`config.mk`:
```
export PLATFORM = sky130hd
export DESIGN_NAME = conv_kernel_window
export DESIGN_NICKNAME = d
export VERILOG_FILES = /design/src/rtl/conv_kernel_window.sv
export SDC_FILE = /design/constraint.sdc
export NUM_CORES = 1
export LEC_CHECK = 0
export BUFFER_PORTS_ARGS = -buffer_cell sky130_fd_sc_hd__buf_2
export CORE_MARGIN = 4
export CORE_UTILIZATION = 34
export DETAILED_ROUTE_END_ITERATION = 8
export GPL_TIMING_DRIVEN = 0
export PLACE_DENSITY = 0.68
export SYNTH_ARGS = -nofsm -noshare
export SYNTH_HDL_FRONTEND = slang
export SYNTH_SLANG_ARGS = --single-unit
```
`constraint.sdc`:
```
create_clock -name clk -period 2 [get_ports clk]
set_input_delay 0.3 -clock clk [delete_from_list [all_inputs] [get_ports clk]]
set_output_delay 0.3 -clock clk [all_outputs]
set_load 0.02 [all_outputs]
```
`src/rtl/conv_kernel_window.sv`:
```
// Sliding KxKxCH window assembler: shifts in one K-pixel column per accepted
// transfer and presents a full window once K columns of the current line are in.
module conv_kernel_window #(
  parameter int PIXEL_W = 8,
  parameter int K       = 3,
  parameter int CH      = 1,
  parameter int POS_W   = 16
) (
  input  logic                       clk,
  input  logic                       arst_n,
  input  logic                       col_vld_i,
  output logic                       col_rdy_o,
  input  logic                       col_sol_i,
  input  logic [1:0]                 col_stride_i,
  input  logic [POS_W-1:0]           col_pos_i,
  input  logic [K*CH*PIXEL_W-1:0]    col_dat_i,
  output logic                       kernel_vld_o,
  input  logic                       kernel_rdy_i,
  output logic [K*K*CH*PIXEL_W-1:0]  kernel_dat_o,
  output logic [POS_W-1:0]           kernel_pos_o
);

  localparam int COL_W = K * CH * PIXEL_W;
  localparam int WIN_W = K * COL_W;
  localparam int FC_W  = $clog2(K + 1);
  localparam logic [FC_W-1:0] FCNT_FULL = FC_W'(K);

  logic [WIN_W-1:0] win_q;
  logic [POS_W-1:0] pos_q;
  logic [FC_W-1:0]  fcnt_q;
  logic [FC_W-1:0]  fcnt_step;
  logic [1:0]       sreg_q;
  logic [1:0]       sreg_eff;
  logic [1:0]       sph_q;
  logic [1:0]       sph_cur;
  logic [1:0]       sph_inc;
  logic             vld_q;
  logic             vld_next;
  logic             accept;
  logic             complete;
  logic             emit;

  // Draining the output and accepting a new column may share a cycle.
  assign col_rdy_o = ~vld_q | kernel_rdy_i;
  assign accept    = col_vld_i & col_rdy_o;

  always_comb begin
    fcnt_step = fcnt_q;
    if (col_sol_i) begin
      fcnt_step = FC_W'(1);
    end else if (fcnt_q != FCNT_FULL) begin
      fcnt_step = fcnt_q + FC_W'(1);
    end
  end

  // A start-of-line column loads a fresh stride and restarts the phase at 0.
  always_comb begin
    sreg_eff = sreg_q;
    sph_cur  = sph_q;
    if (col_sol_i) begin
      sreg_eff = (col_stride_i == 2'd0) ? 2'd1 : col_stride_i;
      sph_cur  = 2'd0;
    end
  end

  always_comb begin
    sph_inc = sph_cur + 2'd1;
    if (sph_inc == sreg_eff) begin
      sph_inc = 2'd0;
    end
  end

  assign complete = accept && (fcnt_step == FCNT_FULL);
  assign emit     = complete && (sph_cur == 2'd0);

  always_comb begin
    vld_next = vld_q;
    if (accept) begin
      vld_next = emit;
    end else if (kernel_rdy_i) begin
      vld_next = 1'b0;
    end
  end

  always_ff @(posedge clk) begin
    if (!arst_n) begin
      win_q  <= '0;
      pos_q  <= '0;
      fcnt_q <= '0;
      sreg_q <= 2'd1;
      sph_q  <= 2'd0;
      vld_q  <= 1'b0;
    end else begin
      vld_q <= vld_next;
      if (accept) begin
        // Newest column enters at the top; column 0 (oldest) falls off the bottom.
        win_q  <= {col_dat_i, win_q[WIN_W-1:COL_W]};
        pos_q  <= col_pos_i;
        fcnt_q <= fcnt_step;
        sreg_q <= sreg_eff;
        sph_q  <= complete ? sph_inc : sph_cur;
      end
    end
  end

  assign kernel_vld_o = vld_q;
  assign kernel_dat_o = win_q;
  assign kernel_pos_o = pos_q;

endmodule

```
# Word-level counts from Yosys, hierarchy flattened
# Index checks and enable logic that the tools add are counted.
dict set report classes {
  n_mux 9
  reduce_logical 5
  bitwise 3
  n_eq_ne 3
  n_addsub 2
}
# cell count
set ops {}
lappend ops {{2-bit 2-to-1 mux} 7}
lappend ops {{2-bit by 1-bit adder with 2-bit output, second input constant} 2}
lappend ops {{2-bit logical NOT} 2}
lappend ops {{2-bit equality test} 1}
lappend ops {{2-bit equality test, second input constant} 1}
lappend ops {{1-bit logical AND} 2}
lappend ops {{1-bit 2-to-1 mux} 2}
lappend ops {{2-bit != test, second input constant} 1}
lappend ops {{2-bit nonzero test} 1}
lappend ops {{1-bit AND} 1}
lappend ops {{1-bit inverter} 1}
lappend ops {{1-bit OR} 1}
dict set report word_totals {
  ff_bits 95
  word_cells 28
  output_inout_bits 90
  input_bits 47
}

# Depth between registers and ports, before layout
# Gate-level depths: netlist of run 1.
dict set report logic_depth {
  ltp_word 7
  ltp_mapped 6
  mapped_depth_nobuf 5
}

# Worst setup path after synthesis of run 1
# No wires, ideal clock.
dict set report synth_path {
  path_kind {input port to flip-flop}
  start {input port col_sol_i}
  end {register sph_q[0]}
  cell_stages 6
  setup_time_ps 122
  required_time_ps 1878
  arrival_time_ps 1251
  path_buffers 1
  slack_ps 627
  path_cell_list {buf_6 > nand2b_1 > ha_1 > xnor2_1 > a211oi_2 > o21ai_1}
}
dict set report synth_between {
  elab_chain_cells 5
  elab_cells_between_ends 9
  cone_classes {add/sub: 1; eq/ne: 2; mux: 5; reduce/logical: 1}
}
# item line_no
set synth_rtl {}
lappend synth_rtl {{from (decl)} 13} ;# input logic col_sol_i,
lappend synth_rtl {{2-bit 2-to-1 mux} 60} ;# if (col_sol_i) begin
lappend synth_rtl {{2-bit by 1-bit adder with 2-bit output} 67} ;# sph_inc = sph_cur + 2'd1;
lappend synth_rtl {{2-bit equality test} 68} ;# if (sph_inc == sreg_eff) begin
lappend synth_rtl {{2-bit 2-to-1 mux} 68}
lappend synth_rtl {{2-bit 2-to-1 mux (*)} 101} ;# sph_q <= complete ? sph_inc : sph_cur;
lappend synth_rtl {{to (signal assigned)} 101}
lappend synth_rtl {{to (decl)} 34} ;# logic [1:0] sph_q;
# Every way passes the cells marked *; elsewhere a longest branch is shown, timed or not.
# A chain may end at the register's enable or synchronous reset.

# Worst setup path in the final report of run 1
dict set report layout_path {
  start {register sph_q[0]}
  end {register sph_q[0]}
}
dict set report layout_between {
  elab_chain_cells 5
}
# item line_no
set layout_rtl {}
lappend layout_rtl {{2-bit 2-to-1 mux (*)} 60}
lappend layout_rtl {{2-bit by 1-bit adder with 2-bit output} 67}
lappend layout_rtl {{2-bit equality test} 68}
lappend layout_rtl {{2-bit 2-to-1 mux} 68}
lappend layout_rtl {{2-bit 2-to-1 mux (*)} 101}
# Marked as above.

==> results of run 1 <==
## cells by family (layout without fill, tap and decap cells)
logic type	Yosys count	in the layout	synth area share
adder cells (fa/ha/maj)	1	1	0.00342
AO/OA/AOI/OAI	100	100	0.204
XOR/XNOR	2	2	0.00480
buffers and inverters	30	180	0.0541
AND/OR/NAND/NOR	191	191	0.207
multiplexers	2	2	0.00548
flip-flops	95	95	0.521
## per-stage QoR
step / hold WS [ps] / std cells / setup slack, ps
final: 171 / 707 / 580
after global routing: 154 / 707 / 491
after global placement: 437 / 691 / 567
after floorplan: 431 / 421 / 627
after detailed placement: 442 / 691 / 506
after CTS: 154 / 707 / 582
## synth_stat cells (2+ instances only)
master     number
a21boi_0       19
a21boi_1       70
buf_2          11
buf_6           9
clkbuf_1        9
dfxtp_1        95
mux2i_1         2
nand2_1       178
nand2b_1        2
nor2_1          3
nor2b_1         2
o2111ai_1       2
o211ai_1        3
o21ai_1         2
## worst max-delay path, stage by stage (launching register included)
cell and delay [ps]:
dfxtp_1 400, nand2b_1 100, ha_1 340, xnor2_1 160
a211oi_2 210, o21ai_1 110
## metal layers
metal  wire length, um  vias up
met5                 0        -
li1                  -     1656
met2              4460       96
met1              4600     1469
met3               695       13
met4               185        0
## sequential cells by signal, summed over array words and instances, names as in the netlist
register / flops
kernel_vld_o: 1
fcnt_q: 2
sph_q: 2
kernel_dat_o: 72
sreg_q: 2
kernel_pos_o: 16
## power groups by stage
stage               Combinational (W)  Clock (W)  Sequential [W]
CTS                          0.000461    0.00139         0.00201
detailed placement           0.000460          0         0.00205
global placement             0.000450          0         0.00205
global route                 0.000498    0.00147         0.00202
finish                       0.000453    0.00133         0.00201
floorplan                    0.000201          0         0.00213
## area by class of cell
type	instances	area, um2	area share
sequential	95	1900	0.405
multi-input combinational	296	1550	0.331
timing repair buffer	134	671	0.143
buffer	30	198	0.0421
tap	136	170	0.0362
clock buffer	12	135	0.0288
clock inverter	4	70.1	0.0149
## worst paths after layout
path               startpoint          endpoint  depth (start not counted)
min reg2reg  kernel_dat_o[11]  kernel_dat_o[11]                          2
max                  sph_q[0]          sph_q[0]                          5
min              col_dat_i[1]  kernel_dat_o[49]                          3
max reg2reg          sph_q[0]          sph_q[0]                          5
==> results.cfg, run 1 <==
[min_path]
hp-class = in -> reg

[floorplan]
core_area_um2 = 10400
rows = 37
fp.dieH_um = 112
io_pins = 137
die_w_um = 112
initial_core_util = 0.351
dieArea_um2 = 12500

[yosys]
avgSynthCellArea_um2 = 8.68
ys_warn_count = 0
synth_area_um2 = 3650
synthTopCellsByArea = dfxtp_1 (52%), nand2_1 (18%), a21boi_1 (14%)
synthDistinctLibCells = 28
synth_top_area_frac = 0.521
synth_fp_nets = 469
synth_edf_count = 0
ys_seq_elements = 95
synth-async-reset-ratio = 0
ys_seq_area_frac = 0.521
synth_flop_cell = dfxtp_1
syn-instance-count = 421
synth_top_area_cell = dfxtp_1

[pwr]
p_total_w = 0.00380
switching_share = 0.251
clockPowerShare = 0.351
p_int_w = 0.00284
p_leak_nw = 2.12
p_seq_frac = 0.529
power_frac_comb = 0.119
p_switching_w = 0.000951
powerDensity_nw_per_um2 = 808
vdd_drop_max_mv = 0.372

[grt]
grtUsageTotal = 0.159
use_met2 = 0.255
grtUsageMet3 = 0.0522
first_global_vias = 3125
grt_pass1_wl_um = 15800
gr-total-overflow = 0
busiest_layer = met2
met1_usage = 0.204
grt_max_degree = 15
antenna_found_initial = 0

[clock_network]
clkTransAtPathRegs_ps = 90
post_cts.repair.setup_buffers = 0
root_buffer = clkbuf_8
htreeDepth = 3
cts_hold_buf = 0
cts_resized = 0
cts_buffers = 9
cts_tree = built
worstSkewPairLatency_ps = 350
cts_buffer_depth = 2
clock-sinks = 95

[sta]
slew_violations = 0
fin_tns_setup_ps = 0
max_freq_ghz = 0.704
relSlewSlack = 0.680
hold_violations = 0
final.min_clock_period_ps = 1420
setup_viol = 0
tightest_slew_ps = 480
skew_ps = 7.13
fin_crit_sh = 0.710
rsz0062_at_grt = false

[placed_design]
port_buffers = 134
dpl_cell_area_um2 = 4490
gp_congestion = 0.765
hpwl_um = 7630

[layout]
mostFrequentLayoutCells = nand2_1 (178), buf_2 (145), dfxtp_1 (95), a21boi_1 (70), a21boi_0 (19)
area_delta_synth_final_pct = 28.6
nets = 614
final_common_cell = nand2_1
final_util = 0.451
antennaDiodeCount = 0
fillers = 1056
fin_area_um2 = 4700
drive_gt1_frac = 0.301

[setup_path]
worst-setup-path-type = reg -> reg
cp.required_ps = 2240
arrival_ps = 1660
worst-r2r-setup-slack_ps = 580
crit_path_end_kind = flip-flop
path_max_fanout = 4
cp-start-kind = flip-flop

[flow_run]
drv_cap = 0

[routing]
drtPass1Iterations = 4
via_per_inst = 4.57
vias = 3234
drc_errors = 0
wire_per_inst_um = 14.1
first_iter_violations = 121
ant_nets = 0
drt_wl_total_um = 9940

[outcome]
status = finished, final reports clean
(Power assumes the default switching activity.)
==> run 2, diff against run 1 <==
==> constraint.sdc (replaced) <==
create_clock -name clk -period 1.47 [get_ports clk]
set_input_delay 0.2205 -clock clk [delete_from_list [all_inputs] [get_ports clk]]
set_output_delay 0.2205 -clock clk [all_outputs]
set_load 0.02 [all_outputs]
==> run 2 against run 1 <==
Against the previous run: count of clock-buffer cells in the layout did not move; clock skew unchanged; global-route usage did not move; critical endpoint unchanged; highest routed layer unchanged; non-clock buffer count did not move; die area unchanged; combinational power up 36%; power is 36% higher; utilization about the same; worst setup slack worse by 480 ps.
==> results.cfg, run 2 (same netlist as run 1, synthesis figures left out) <==
[pwr]
p_leak_nw = 2.12
vdd_drop_max_mv = 0.505
powerDensity_nw_per_um2 = 1100

[setup_path]
cp_slowest_stage_delay_ps = 370
path_max_fanout = 4
cp.required_ps = 1710
r2r_end = sph_q[0]
crit_buf_inv = 0
worst-setup-path-type = reg -> reg
r2r-start = sph_q[0]
reg2reg_depth = 5
crit_path_end_kind = flip-flop
crit_chain = nand2b_1 > ha_1 > xnor2_1 > a211oi_2 > o21ai_1
arrival_ps = 1610
cp_slowest_cell = dfxtp_2
path_delay_family = flip-flops
worst-r2r-setup-slack_ps = 100
cp-start-kind = flip-flop

[clock_network]
post_cts.repair.setup_buffers = 0
cts_tree = built
clock-sinks = 95
clkTransAtPathRegs_ps = 90
htreeDepth = 3
worstSkewPairLatency_ps = 350
cts_buffer_depth = 2
cts_buffers = 9
root_buffer = clkbuf_8

[floorplan]
io_pins = 137
die_w_um = 112
initial_core_util = 0.351
rows = 37
dieArea_um2 = 12500
fp.dieH_um = 112
core_area_um2 = 10400

[placed_design]
gp_congestion = 0.765
hpwl_um = 7630
port_buffers = 134

[grt]
grt_max_degree = 15
gr-total-overflow = 0
met1_usage = 0.204
grtUsageMet3 = 0.0522
first_global_vias = 3125
grtUsageTotal = 0.159
busiest_layer = met2
antenna_found_initial = 0
use_met2 = 0.255
grt_pass1_wl_um = 15800

[min_path]
worstHoldStart = col_dat_i[1]
hold_depth = 3
hp-class = in -> reg
hold_end = kernel_dat_o[49]

[routing]
drc_errors = 0
drt_wl_total_um = 9940
ant_nets = 0
vias = 3234
wire_per_inst_um = 14.1
via_per_inst = 4.57
first_iter_violations = 121
drtPass1Iterations = 4

[sta]
final.min_clock_period_ps = 1370
whs_ps = 91.8
fin_crit_sh = 0.934
max_freq_ghz = 0.728
hold_violations = 0
setup_viol = 0
relSlewSlack = 0.680
skew_ps = 7.13
tightest_slew_ps = 480
slew_violations = 0
fin_tns_setup_ps = 0
rsz0062_at_grt = false

[layout]
register_area_um2 = 1900
mostFrequentLayoutCells = nand2_1 (178), buf_2 (145), dfxtp_1 (94), a21boi_1 (70), a21boi_0 (19)
fillers = 1057
nets = 614
final_common_cell = nand2_1
antennaDiodeCount = 0
drive_gt1_frac = 0.303
multiInputGateArea_um2 = 1550
area_delta_synth_final_pct = 28.7
largest_reg_flops = 72

[flow_run]
drv_cap = 0

[outcome]
status = finished, final reports clean
run 2: changes by cell type in the layout (fill, tap and decap cells not counted):
cell     change
dfxtp_1      -1
dfxtp_2      +1
run 2: metrics by stage:
step	power, W	utilization	std cells	area (um2)	worst slack [ps]
floorplan	0.00317	-	421	3650	176
global placement	0.00340	0.431	691	4490	116
detailed placement	0.00342	0.431	691	4490	55.9
CTS	0.00525	0.451	707	4700	51.7
global route	0.00543	0.451	707	4700	23.5
finish	0.00516	0.451	707	4700	97.3
run 2: repair_timing:
action / CTS / global route
endpoints found under the setup margin: 0 / 2
hold buffers: 0 / 0
resized for setup: 0 / 1
run 2: per-layer routing:
layer	vias to the layer above	routed length, um
met2	96	4460
met4	0	185
met3	13	695
met1	1469	4600
met5	-	0
li1	1656	-
run 2: cell type report:
class                      count  share of cell area
clock inverter                 4              0.0149
buffer                        30              0.0421
sequential                    95               0.405
clock buffer                  12              0.0287
tap                          136              0.0362
multi-input combinational    296               0.331
timing repair buffer         134               0.143
run 2: how the worst max path moves through the flow:
stage               from       end  slack, ps  depth (start not counted)
6_report        sph_q[0]  sph_q[0]        100                          5
5_1_grt         sph_q[0]  sph_q[0]         20                          5
4_1_cts         sph_q[0]  sph_q[0]         50                          5
3_5_place_dp   col_sol_i  sph_q[1]         60                          6
3_3_place_gp   col_sol_i  sph_q[0]        120                          6
2_1_floorplan  col_sol_i  sph_q[0]        180                          6
run 2: where the power goes:
part	internal, W	switching, W	leakage [nW]	total, W
Clock	0.000956	0.000858	0.104	0.00181
Sequential	0.00267	0.0000643	0.776	0.00273
Combinational	0.000244	0.000372	1.24	0.000616
run 2: tightest hold or removal path: stages:
cell      delay, ps
buf_2            90
nand2_1          40
a21boi_1         50
==> run 3, diff against run 2 <==
--- a/config.mk
+++ b/config.mk
@@ -9,8 +9,8 @@
 export CORE_MARGIN = 4
 export CORE_UTILIZATION = 34
 export DETAILED_ROUTE_END_ITERATION = 8
-export GPL_TIMING_DRIVEN = 0
 export PLACE_DENSITY = 0.68
+export SETUP_SLACK_MARGIN = 0.2
 export SYNTH_ARGS = -nofsm -noshare
 export SYNTH_HDL_FRONTEND = slang
 export SYNTH_SLANG_ARGS = --single-unit
==> run 3 against run 2 <==
Against the previous run: clock skew grew 2.8 ps; utilization increased by 1.2 points; power rose by 2.5%; flip-flop and latch count unchanged; cell count fell by 2.1%; final area is 2.7% higher; first-iteration DRC count up 43%; via count is 0.37% lower; clock power rose by 6%; register-to-register slack improved by 150 ps; die area unchanged.
==> results.cfg, run 3 (same netlist as run 1, synthesis figures left out) <==
[outcome]
status = finished, final reports clean

[placed_design]
hpwl_um = 5750
port_buffers = 136
gp_congestion = 0.737
dpl_cell_area_um2 = 4420

[routing]
drtPass1Iterations = 4
via_per_inst = 4.66
drt_wl_total_um = 9420
first_iter_violations = 173
wire_per_inst_um = 13.6
drc_errors = 0
vias = 3222
ant_nets = 0

[layout]
final_common_cell = nand2_1
nets = 599
antennaDiodeCount = 0
multiInputGateArea_um2 = 1590
mostFrequentLayoutCells = nand2_1 (178), buf_2 (136), dfxtp_1 (92), a21boi_1 (72), a21boi_0 (17)
largest_reg_flops = 72
register_area_um2 = 1910
fillers = 1031
area_delta_synth_final_pct = 32.2
fin_area_um2 = 4830
drive_gt1_frac = 0.315

[pwr]
p_seq_frac = 0.516
vdd_drop_max_mv = 0.495
p_leak_nw = 2.17
p_int_w = 0.00392
power_frac_comb = 0.122
p_switching_w = 0.00137
clockPowerShare = 0.362
switching_share = 0.259
p_total_w = 0.00529
powerDensity_nw_per_um2 = 1100

[floorplan]
rows = 37
die_w_um = 112
core_area_um2 = 10400
fp.dieH_um = 112
io_pins = 137
initial_core_util = 0.351
dieArea_um2 = 12500

[grt]
gr-total-overflow = 0
grt_max_degree = 98
antenna_found_initial = 0
first_global_vias = 2976
grtUsageTotal = 0.134
grt_pass1_wl_um = 14000

[clock_network]
clock-sinks = 95
cts_hold_buf = 0
cts_tree = built
clkTransAtPathRegs_ps = 100
cts_buffer_depth = 2
cts_buffers = 9
worstSkewPairLatency_ps = 350
htreeDepth = 3
root_buffer = clkbuf_8

[setup_path]
startpoint = sph_q[1]
cp-start-kind = flip-flop
reg2reg_depth = 5
cp_slowest_stage_delay_ps = 380
arrival_ps = 1470
crit_chain = nand2b_4 > ha_4 > xnor2_1 > a211oi_2 > o21ai_1
cp.required_ps = 1710
r2r_end = sph_q[1]
path_max_fanout = 3
cp_slowest_cell = dfxtp_2
r2r-start = sph_q[1]
worst-r2r-setup-slack_ps = 240
worst-setup-path-type = reg -> reg
crit_path_end_kind = flip-flop

[min_path]
hold_end = kernel_dat_o[56]
hold_depth = 3
hp-class = in -> reg
worstHoldStart = col_dat_i[8]

[sta]
relSlewSlack = 0.777
skew_ps = 9.97
fin_crit_sh = 0.835
final.min_clock_period_ps = 1230
setup_viol = 0
rsz0062_at_grt = true
max_freq_ghz = 0.815
fin_tns_setup_ps = 0
hold_violations = 0
tightest_slew_ps = 335
slew_violations = 0

[flow_run]
drv_cap = 0
## run 3: layout make-up
class,count,share of cell area
flip-flops and latches,95,0.395
multi-input cells,297,0.330
repair buffers,148,0.193
well taps,136,0.0352
clock buffers,9,0.0256
clock inverters,7,0.0207
## run 3: worst max path at each step
stage                       end  slack (ps)  cells past startpoint
2_1_floorplan          sph_q[0]         240                      6
6_report               sph_q[1]         240                      5
3_5_place_dp           sph_q[1]          90                      6
3_3_place_gp           sph_q[1]         160                      6
5_1_grt        kernel_dat_o[69]         170                      5
4_1_cts                sph_q[1]         200                      5
## run 3: power by group through the flow
stage | clock [W] | combinational (W) | sequential (W)
global placement | 0 | 0.000578 | 0.00279
detailed placement | 0 | 0.000587 | 0.00279
CTS | 0.00200 | 0.000588 | 0.00273
floorplan | 0 | 0.000276 | 0.00290
global route | 0.00214 | 0.000708 | 0.00275
finish | 0.00191 | 0.000647 | 0.00273
## run 3: critical path: cells and delay by family, from the launching register on
kind                     cells  cell delay [ps]
AO/OA/AOI/OAI                2              310
XOR/XNOR                     1              130
AND/OR/NAND/NOR              1               70
flip-flops                   1              380
adder cells (fa/ha/maj)      1              240
## run 3: layer usage
layer	GRT usage	share of wire	vias to the layer above
li1	-	-	1637
met1	0.158	0.45	1484
met2	0.228	0.48	92
met3	0.0527	0.062	9
met4	0.0349	0.011	0
met5	0	0	-
## run 3: per-stage QoR
| stage | utilization | hold slack [ps] | cells | setup slack (ps) |
|---|---|---|---|---|
| after CTS | 0.447 | 74.2 | 684 | 203 |
| after global placement | 0.425 | 438 | 668 | 160 |
| final | 0.464 | 97.6 | 692 | 243 |
| after detailed placement | 0.425 | 444 | 668 | 90.3 |
| after global routing | 0.464 | 62.3 | 692 | 171 |
| after floorplan | - | 355 | 421 | 238 |
## run 3: what timing repair did
action,4_1_cts,5_1_grt
buffers inserted,0,1
pin swaps,0,1
gates cloned,0,7
setup endpoints to repair,2,12
gates resized for setup,3,5
